**src/rtl/coherence_request_arbiter.sv**
```systemverilog
// rtl/coherence_request_arbiter.sv - round-robin arbiter serialising three processor request streams onto one directory port
module coherence_request_arbiter #(
  parameter int ADDR_W = 8,
  parameter int DATA_W = 8,
  parameter int DEPTH  = 4
) (
  input  logic              clk,
  input  logic              reset,
  input  logic              validP0,
  input  logic              validP1,
  input  logic              validP2,
  input  logic              operationP0,
  input  logic              operationP1,
  input  logic              operationP2,
  input  logic [ADDR_W-1:0] addressP0,
  input  logic [ADDR_W-1:0] addressP1,
  input  logic [ADDR_W-1:0] addressP2,
  input  logic [DATA_W-1:0] dataP0,
  input  logic [DATA_W-1:0] dataP1,
  input  logic [DATA_W-1:0] dataP2,
  output logic              fullP0,
  output logic              fullP1,
  output logic              fullP2,
  output logic              overflowP0,
  output logic              overflowP1,
  output logic              overflowP2,
  output logic              reqValid,
  output logic [1:0]        reqProc,
  output logic              reqOperation,
  output logic [ADDR_W-1:0] reqAddress,
  output logic [DATA_W-1:0] reqData,
  input  logic              reqAck,
  input  logic              dirDone
);

  localparam int PTR_W   = $clog2(DEPTH);
  localparam int CNT_W   = PTR_W + 1;
  localparam int ENTRY_W = 1 + ADDR_W + DATA_W;
  localparam logic [CNT_W-1:0] FULL_CNT = CNT_W'(DEPTH);

  localparam logic [1:0] IDLE  = 2'd0;
  localparam logic [1:0] ISSUE = 2'd1;
  localparam logic [1:0] WAIT  = 2'd2;

  logic [1:0]         state;
  logic [1:0]         lastGrant;
  logic [1:0]         pickIdx;
  logic [1:0]         ord0, ord1, ord2;
  logic [2:0]         validIn;
  logic [2:0]         notEmpty;
  logic [2:0]         fullVec;
  logic [2:0]         popVec;
  logic [2:0]         pushOk;
  logic [2:0]         overflowVec;
  logic [ENTRY_W-1:0] entryIn [3];
  logic [ENTRY_W-1:0] fifoMem [3][DEPTH];
  logic [PTR_W-1:0]   wrPtr [3];
  logic [PTR_W-1:0]   rdPtr [3];
  logic [CNT_W-1:0]   count [3];
  logic [ENTRY_W-1:0] headEntry;

  assign validIn    = {validP2, validP1, validP0};
  assign entryIn[0] = {operationP0, addressP0, dataP0};
  assign entryIn[1] = {operationP1, addressP1, dataP1};
  assign entryIn[2] = {operationP2, addressP2, dataP2};

  assign fullP0     = fullVec[0];
  assign fullP1     = fullVec[1];
  assign fullP2     = fullVec[2];
  assign overflowP0 = overflowVec[0];
  assign overflowP1 = overflowVec[1];
  assign overflowP2 = overflowVec[2];

  assign headEntry = fifoMem[pickIdx][rdPtr[pickIdx]];

  // Per-FIFO status; a full FIFO still takes a push when the granted entry leaves it this cycle.
  always_comb begin
    for (int n = 0; n < 3; n++) begin
      notEmpty[n] = (count[n] != '0);
      fullVec[n]  = (count[n] == FULL_CNT);
      popVec[n]   = (state == ISSUE) && reqAck && (reqProc == 2'(n));
      pushOk[n]   = validIn[n] && (!fullVec[n] || popVec[n]);
    end
  end

  // Round-robin pick: search starts at the processor after the last one granted.
  always_comb begin
    case (lastGrant)
      2'd0:    begin ord0 = 2'd1; ord1 = 2'd2; ord2 = 2'd0; end
      2'd1:    begin ord0 = 2'd2; ord1 = 2'd0; ord2 = 2'd1; end
      default: begin ord0 = 2'd0; ord1 = 2'd1; ord2 = 2'd2; end
    endcase
    pickIdx = ord2;
    if (notEmpty[ord1]) pickIdx = ord1;
    if (notEmpty[ord0]) pickIdx = ord0;
  end

  // Entry storage; left unreset because pointers and counts define what is valid.
  always_ff @(posedge clk) begin
    if (!reset) begin
      for (int n = 0; n < 3; n++) begin
        if (pushOk[n]) fifoMem[n][wrPtr[n]] <= entryIn[n];
      end
    end
  end

  // Pointers, occupancy and sticky drop flags; reset flushes every FIFO.
  always_ff @(posedge clk) begin
    if (reset) begin
      for (int n = 0; n < 3; n++) begin
        wrPtr[n]       <= '0;
        rdPtr[n]       <= '0;
        count[n]       <= '0;
        overflowVec[n] <= 1'b0;
      end
    end else begin
      for (int n = 0; n < 3; n++) begin
        if (pushOk[n]) wrPtr[n] <= wrPtr[n] + PTR_W'(1);
        if (popVec[n]) rdPtr[n] <= rdPtr[n] + PTR_W'(1);
        case ({pushOk[n], popVec[n]})
          2'b10:   count[n] <= count[n] + CNT_W'(1);
          2'b01:   count[n] <= count[n] - CNT_W'(1);
          default: count[n] <= count[n];
        endcase
        if (validIn[n] && !pushOk[n]) overflowVec[n] <= 1'b1;
      end
    end
  end

  // Issue FSM: one transaction outstanding, payload registers hold their last value when idle.
  always_ff @(posedge clk) begin
    if (reset) begin
      state        <= IDLE;
      lastGrant    <= 2'd2;
      reqValid     <= 1'b0;
      reqProc      <= 2'd0;
      reqOperation <= 1'b0;
      reqAddress   <= '0;
      reqData      <= '0;
    end else begin
      case (state)
        IDLE: begin
          if (|notEmpty) begin
            {reqOperation, reqAddress, reqData} <= headEntry;
            reqProc   <= pickIdx;
            lastGrant <= pickIdx;
            reqValid  <= 1'b1;
            state     <= ISSUE;
          end
        end
        ISSUE: begin
          if (reqAck) begin
            reqValid <= 1'b0;
            state    <= WAIT;
          end
        end
        WAIT: begin
          if (dirDone) state <= IDLE;
        end
        default: state <= IDLE;
      endcase
    end
  end

endmodule
```
**config.mk**
```make
export PLATFORM = sky130hd
export DESIGN_NAME = coherence_request_arbiter
export DESIGN_NICKNAME = d
export VERILOG_FILES = /design/src/rtl/coherence_request_arbiter.sv
export SDC_FILE = /design/constraint.sdc
export NUM_CORES = 1
export LEC_CHECK = 0
export ABC_AREA = 1
export CAP_MARGIN = 10
export CORE_ASPECT_RATIO = 1.5
export CORE_MARGIN = 4
export CORE_UTILIZATION = 60
export CTS_CLUSTER_DIAMETER = 50
export DETAILED_ROUTE_END_ITERATION = 6
export PLACE_DENSITY = 0.87
export SLEW_MARGIN = 20
export SYNTH_ARGS = -nofsm -noshare
export SYNTH_HDL_FRONTEND = slang
export SYNTH_SLANG_ARGS = --single-unit
```
**constraint.sdc**
```tcl
create_clock -name clk -period 3.8 [get_ports clk]
set_input_delay 0.38 -clock clk [delete_from_list [all_inputs] [get_ports clk]]
set_output_delay 0.38 -clock clk [all_outputs]
set_load 0.05 [all_outputs]
```
==> results by group, run 1 <==
Die
  • Num ports: 84
  • Core Box Area: 18,500 um2
  • Row count: 61
  • Die Span X: 120 um
  • Die area: 21,100 um2
  • Chip height: 176 um
  • Initial Util: 0.610

Finish
  • Final nets: 1,244
  • Inserted Diodes: 0
  • Area delta synth->final: 15.6%
  • Final Non-Filler Cells: 1,433
  • Layout cell share with drive strength beyond 1: 0.0881

Pwr
  • Max IR drop VDD: 0.412 mV
  • Lkg Pwr: 5.42 nW
  • Pwr Density: 692 nW/um2
  • Overall Power: 0.00901 W

Flow run
  • Max-Cap Viols: 0

Clock tree
  • CTS sink count: 251
  • Clk buf depth: 3
  • Post-CTS Hold Buffers: 0
  • Register clock-pin slew on the reported worst setup and hold paths: 70 ps
  • Setup bufs post-CTS: 0
  • H-tree depth: 1
  • Num CTS Buffers: 21
  • Root buf cell: clkbuf_16
  • Worst skew pair latency: 510 ps
  • CTS tree: built
  • Post-CTS sizing: 0

Worst setup path
  • FF-to-FF setup slack: 670 ps
  • Worst reg2reg endpoint: reqData[0]
  • CP endpoint kind: flip-flop
  • Worst reg2reg startpoint: count[2][0]
  • Crit path arrival time: 3530 ps
  • Max FO, Critical Path: 25
  • Worst reg2reg path depth: 16
  • Path type of the worst setup path: reg -> reg
  • Worst setup SP type: flip-flop
  • WP data required: 4200 ps

Placed design
  • Routability-driven placement congestion ratio: 0.910
  • Hpwl dp: 18.1 mm
  • Placed Instances: 1,396
  • Port Buffers: 83

Routing
  • Total Wirelength: 27.7 mm
  • Vias: 8,140
  • WL/cell: 19.3 um
  • Drt first pass iters: 5
  • DRC Markers: 0
  • Number of routed nets with antenna violations: 0
  • Vias per Instance: 5.68
  • DR iter-0 viols: 864

Synthesis
  • Most numerous cell in the Yosys netlist: nand2_1
  • Number of synthesized flops with an enable pin: 225
  • Top FF cell, synth: edfxtp_1
  • Largest cells by area after synthesis: edfxtp_1 (60%), nand2_1 (8.8%), nand3_1 (8.5%)
  • Seq cells post-synth: 251
  • Avg Cell Area, Syn: 10.3 um2
  • Leading area contributor after synthesis: edfxtp_1
  • Async set or reset register ratio after synthesis: 0
  • Synthesized cell area: 11,300 um2
  • Synth top cells by count: nand2_1 (263), edfxtp_1 (225), nand3_1 (191), inv_1 (139), nor2_1 (73)
  • Synth top area share: 0.600
  • YS warnings: 0
  • Syn_nets: 1,170
  • Sequential area share after synthesis: 0.646
  • Mapped Cells: 1,093
  • Cell variety after synth: 36

STA
  • Endpoints failing setup: 0
  • Slew HR: 0.485
  • Tightest Pin Transition: 767 ps
  • Final-report hold violation count: 0
  • Post-Route Setup TNS: 0 ps
  • Tmin final: 3130 ps
  • RSZ-0062 raised after global routing: false
  • Clock Skew: 18.6 ps
  • Final period util: 0.824
  • Hold slack: 457 ps
  • Fin. max-slew vios: 0
  • Highest clock rate: 319 MHz

GRT
  • First-pass GRT wire length: 42.2 mm
  • Tot GR Track Use: 0.262
  • Number of global-route vias before repair: 8,134
  • Antenna violations before repair: 0
  • Largest net degree at the start of global routing: 78
  • Grt ovf: 0

Worst hold path
  • Worst hold endpoint: overflowVec[2]
  • Hold path cells: 2
  • Hold path start: overflowVec[2]
  • Worst Hold Class: reg -> reg

Run status
  • Status: completed
==> layer usage <==
layer / share of wire / track usage / vias up
met5: 0 / 0 / -
met3: 0.073 / 0.0332 / 128
met2: 0.52 / 0.469 / 446
met1: 0.33 / 0.283 / 3830
li1: - / - / 3736
met4: 0.080 / 0.190 / 0
==> per-stage QoR <==
step / setup WS (ps) / cell area [um2] / utilization
floorplan: 1180 / 11300 / -
global placement: 838 / 12300 / 0.667
detailed placement: 762 / 12300 / 0.667
CTS: 706 / 13000 / 0.705
global route: 402 / 13000 / 0.705
finish: 668 / 13000 / 0.705
==> worst max-delay path: stages (launching register included) <==
cell and delay [ps]:
edfxtp_1 410, inv_1 100, ha_1 170, nand2_1 90, nand2_1 70, nand2_1 110, o21bai_4 560, nand2_4 250
nand2_1 130, nand3_2 80, nand2_2 310, buf_4 320, nand2_1 110, nand3_1 110, nand3_1 80, nand2_1 70
inv_1 40
==> worst max path at each step <==
stage                            from            end  slack (ps)
after floorplan            reqProc[1]  fifoMem[2][0]        1180
after global placement    count[2][0]     reqData[1]         840
after detailed placement  count[2][0]   reqOperation         760
after CTS                 count[2][0]   reqOperation         710
after global routing      count[2][0]  reqAddress[6]         400
final                     count[2][0]     reqData[0]         670
==> cell usage in the layout, fill, tap and decap left out, types with 5 or more instances in the layout <==
cell type,n
a21oi_1,10
o21ai_0,5
nor3_1,6
nor2_1,73
nand3_1,191
clkbuf_16,21
buf_4,21
nand3b_1,18
dfxtp_1,26
ha_1,17
clkdlybuf4s50_1,83
or2_2,33
edfxtp_1,225
inv_1,139
nand2_1,263
==> flip-flops by register name (all words and copies together) (netlist names) <==
signal        flops
fifoMem         204
count             9
reqAddress        8
reqData           8
rdPtr             6
wrPtr             6
overflowVec       3
reqProc           2
state             2
lastGrant         1
reqOperation      1
reqValid          1
==> cell type report <==
class | count | area (um2)
flip-flops and latches | 251 | 7280
clock inverters | 14 | 178
inverters | 143 | 542
well taps | 252 | 315
multi-input cells | 645 | 3170
clock buffers | 23 | 533
fillers | 1278 | 5450
repair buffers | 105 | 1010
==> kinds of logic after synthesis <==
| kind of cell | after synthesis | synth area share |
|---|---|---|
| simple gates | 597 | 0.239 |
| xor+xnor | 6 | 0.00467 |
| flops | 251 | 0.646 |
| mux | 1 | 0.000889 |
| compound gates | 22 | 0.0121 |
| fa+ha+maj | 19 | 0.0224 |
| buf+inv | 197 | 0.0743 |
==> where the power goes <==
group | internal [W] | switching [W]
clock network | 0.00129 | 0.000950
logic | 0.00103 | 0.00231
registers | 0.00327 | 0.000163
No activity file was read; power rests on OpenSTA's default activity.
==> run 2, diff against run 1 <==
--- a/config.mk
+++ b/config.mk
@@ -9,10 +9,10 @@
 export CAP_MARGIN = 10
 export CORE_ASPECT_RATIO = 1.5
 export CORE_MARGIN = 4
-export CORE_UTILIZATION = 60
+export CORE_UTILIZATION = 53
 export CTS_CLUSTER_DIAMETER = 50
 export DETAILED_ROUTE_END_ITERATION = 6
-export PLACE_DENSITY = 0.87
+export PLACE_DENSITY = 0.82
 export SLEW_MARGIN = 20
 export SYNTH_ARGS = -nofsm -noshare
 export SYNTH_HDL_FRONTEND = slang
==> constraint.sdc (replaced) <==
create_clock -name clk -period 2.6 [get_ports clk]
set_input_delay 0.26 -clock clk [delete_from_list [all_inputs] [get_ports clk]]
set_output_delay 0.26 -clock clk [all_outputs]
set_load 0.05 [all_outputs]
==> results by group, run 2 (synthesized netlist as in run 1, its figures left out) <==
Finish
  • Util after Layout: 0.644 (-0.0612)
  • Most frequent cells in the layout: nand2_1 (263), edfxtp_1 (225), nand3_1 (188), inv_1 (139), clkdlybuf4s50_1 (83)
  • Final nets: 1,273 (+2.3%)
  • Area delta synth->final: 20.0%
  • Largest register FFs: 204 (unchanged)
  • Layout cell share with drive strength beyond 1: 0.112 (+0.0242)
  • Finished Cell Area: 13,500 um2 (+3.7%)
  • Inserted Diodes: 0 (unchanged)
  • Commonest non-fill, non-tap cell in the layout: nand2_1
  • Final Non-Filler Cells: 1,480 (+3.3%)

STA
  • Setup WS post-layout: 70.4 ps (-597 ps)
  • Tightest Pin Transition: 536 ps (-231 ps)
  • Final-report hold violation count: 0 (unchanged)
  • Endpoints failing setup: 0 (unchanged)
  • RSZ-0062 raised after global routing: true
  • Final period util: 0.973 (+0.149)
  • Highest clock rate: 395 MHz (+24%)
  • Tmin final: 2530 ps (-603 ps)
  • Slew HR: 0.642 (+0.157)
  • Hold slack: 339 ps (-118 ps)
  • Clock Skew: 18.7 ps (+0.107 ps)
  • Fin. max-slew vios: 0 (unchanged)

Worst setup path
  • Crit path arrival time: 2760 ps (-770 ps)
  • Worst setup SP type: flip-flop
  • WP data required: 2830 ps (-1370 ps)
  • Max FO, Critical Path: 10 (-60%)
  • CP endpoint kind: flip-flop
  • Path type of the worst setup path: reg -> reg
  • Worst reg2reg path depth: 11 (-5)
  • Critical Path Start: state[0]
  • Worst reg2reg startpoint: state[0]

Routing
  • WL/cell: 20.3 um (+5.0%)
  • Vias per Instance: 5.54 (-2.5%)
  • Vias: 8,195 (+0.68%)
  • Drt first pass iters: 6 (+1)
  • Total Wirelength: 30.1 mm (+8.5%)
  • Number of routed nets with antenna violations: 0 (unchanged)
  • DRC Markers: 0 (unchanged)
  • DR iter-0 viols: 927 (+7.3%)

GRT
  • Number of global-route vias before repair: 8,165 (+0.38%)
  • Largest net degree at the start of global routing: 69 (-12%)
  • First-pass GRT wire length: 44.0 mm (+4.3%)
  • Grt ovf: 0 (unchanged)
  • Tot GR Track Use: 0.243 (-0.0189)
  • Antenna violations before repair: 0 (unchanged)

Placed design
  • Dpl ws: -82.2 ps (-844 ps)
  • Post-placement cell area: 12,600 um2 (+2.5%)
  • Routability-driven placement congestion ratio: 0.867 (-4.7%)
  • Hpwl dp: 19.6 mm (+8.4%)
  • Placed Instances: 1,428 (+2.3%)
  • Port Buffers: 83 (unchanged)

Die
  • Num ports: 84 (unchanged)
  • Die area: 23,700 um2 (+12%)
  • Row count: 65 (+6.6%)
  • Initial Util: 0.537 (-0.0730)
  • Die Span X: 127 um (+6.0%)
  • Core Box Area: 21,000 um2 (+14%)
  • Chip height: 187 um (+6.1%)

Clock tree
  • H-tree depth: 1 (unchanged)
  • Num CTS Buffers: 23 (+9.5%)
  • Root buf cell: clkbuf_16
  • Register clock-pin slew on the reported worst setup and hold paths: 60 ps (about the same)
  • Clk buf depth: 3 (unchanged)
  • Worst skew pair latency: 530 ps (+20 ps)
  • CTS sink count: 251 (unchanged)
  • CTS tree: built
  • Post-CTS Hold Buffers: 0 (unchanged)

Worst hold path
  • Hold path start: validP2
  • Hold path cells: 3 (+1)
  • Worst Hold Class: in -> reg

Flow run
  • Max-Cap Viols: 0 (unchanged)

Run status
  • Status: completed

Pwr
  • Lkg Pwr: 5.65 nW (+4.2%)
  • Pwr Density: 1040 nW/um2 (+50%)
  • Max IR drop VDD: 0.536 mV (+30%)
==> run 2: cell count changes in the layout (fill, tap and decap cells not counted), moves of 2 or more <==
| cell | previous run | this run |
|---|---|---|
| clkinvlp_4 | 2 | 0 |
| clkbuf_8 | 0 | 2 |
| buf_4 | 21 | 28 |
| clkinv_2 | 2 | 5 |
| nand3_2 | 3 | 6 |
| buf_6 | 0 | 2 |
| bufinv_16 | 4 | 1 |
| nand3_1 | 191 | 188 |
| clkbuf_16 | 21 | 25 |
| buf_12 | 1 | 16 |
==> run 2: worst max-delay path, cell delays in order, from the launching register on <==
cell and delay, ps:
dfxtp_1 350, inv_1 70, nor2_1 130, nand2_1 150
nor3_1 410, inv_1 110, nand2_1 110, inv_1 50
nor2_1 130, nand2_1 200, nor2_1 250, buf_4 260
==> run 2: per-stage QoR <==
step / setup TNS (ps) / power (W)
detailed placement: -3390 / 0.0103
floorplan: -1260 / 0.00856
finish: 0 / 0.0140
CTS: 0 / 0.0136
global placement: 0 / 0.0102
global route: -8950 / 0.0147
==> run 2: path summary, 6_finish.rpt <==
check,endpoint,slack [ps]
min reg2reg,overflowVec[2],460
max,fifoMem[1][29],70
max reg2reg,fifoMem[1][29],70
min,overflowVec[2],340
==> run 2: cell type report <==
class / instances / area [um2]
Clock buffer: 28 / 614
Clock inverter: 13 / 103
Fill cell: 1526 / 7470
Inverter: 143 / 544
Multi-Input combinational cell: 646 / 3200
Sequential cell: 251 / 7280
Tap cell: 268 / 335
Timing Repair Buffer: 131 / 1430
==> run 2: repair_timing <==
item	in CTS	in global routing
setup buffers	0	8
resized for setup	0	9
setup endpoints to repair	0	90
==> run 2: power breakdown <==
group / internal, W / total, W / switching, W
clock network: 0.00179 / 0.00326 / 0.00147
registers: 0.00478 / 0.00500 / 0.000225
logic: 0.00193 / 0.00573 / 0.00380
==> run 2: routing by layer <==
| layer | vias to the layer above | wire length (um) | GRT usage |
|---|---|---|---|
| met4 | 0 | 2570 | 0.180 |
| met1 | 3873 | 9840 | 0.258 |
| met5 | - | 0 | 0 |
| met2 | 394 | 15800 | 0.437 |
| li1 | 3804 | - | - |
| met3 | 124 | 1850 | 0.0266 |
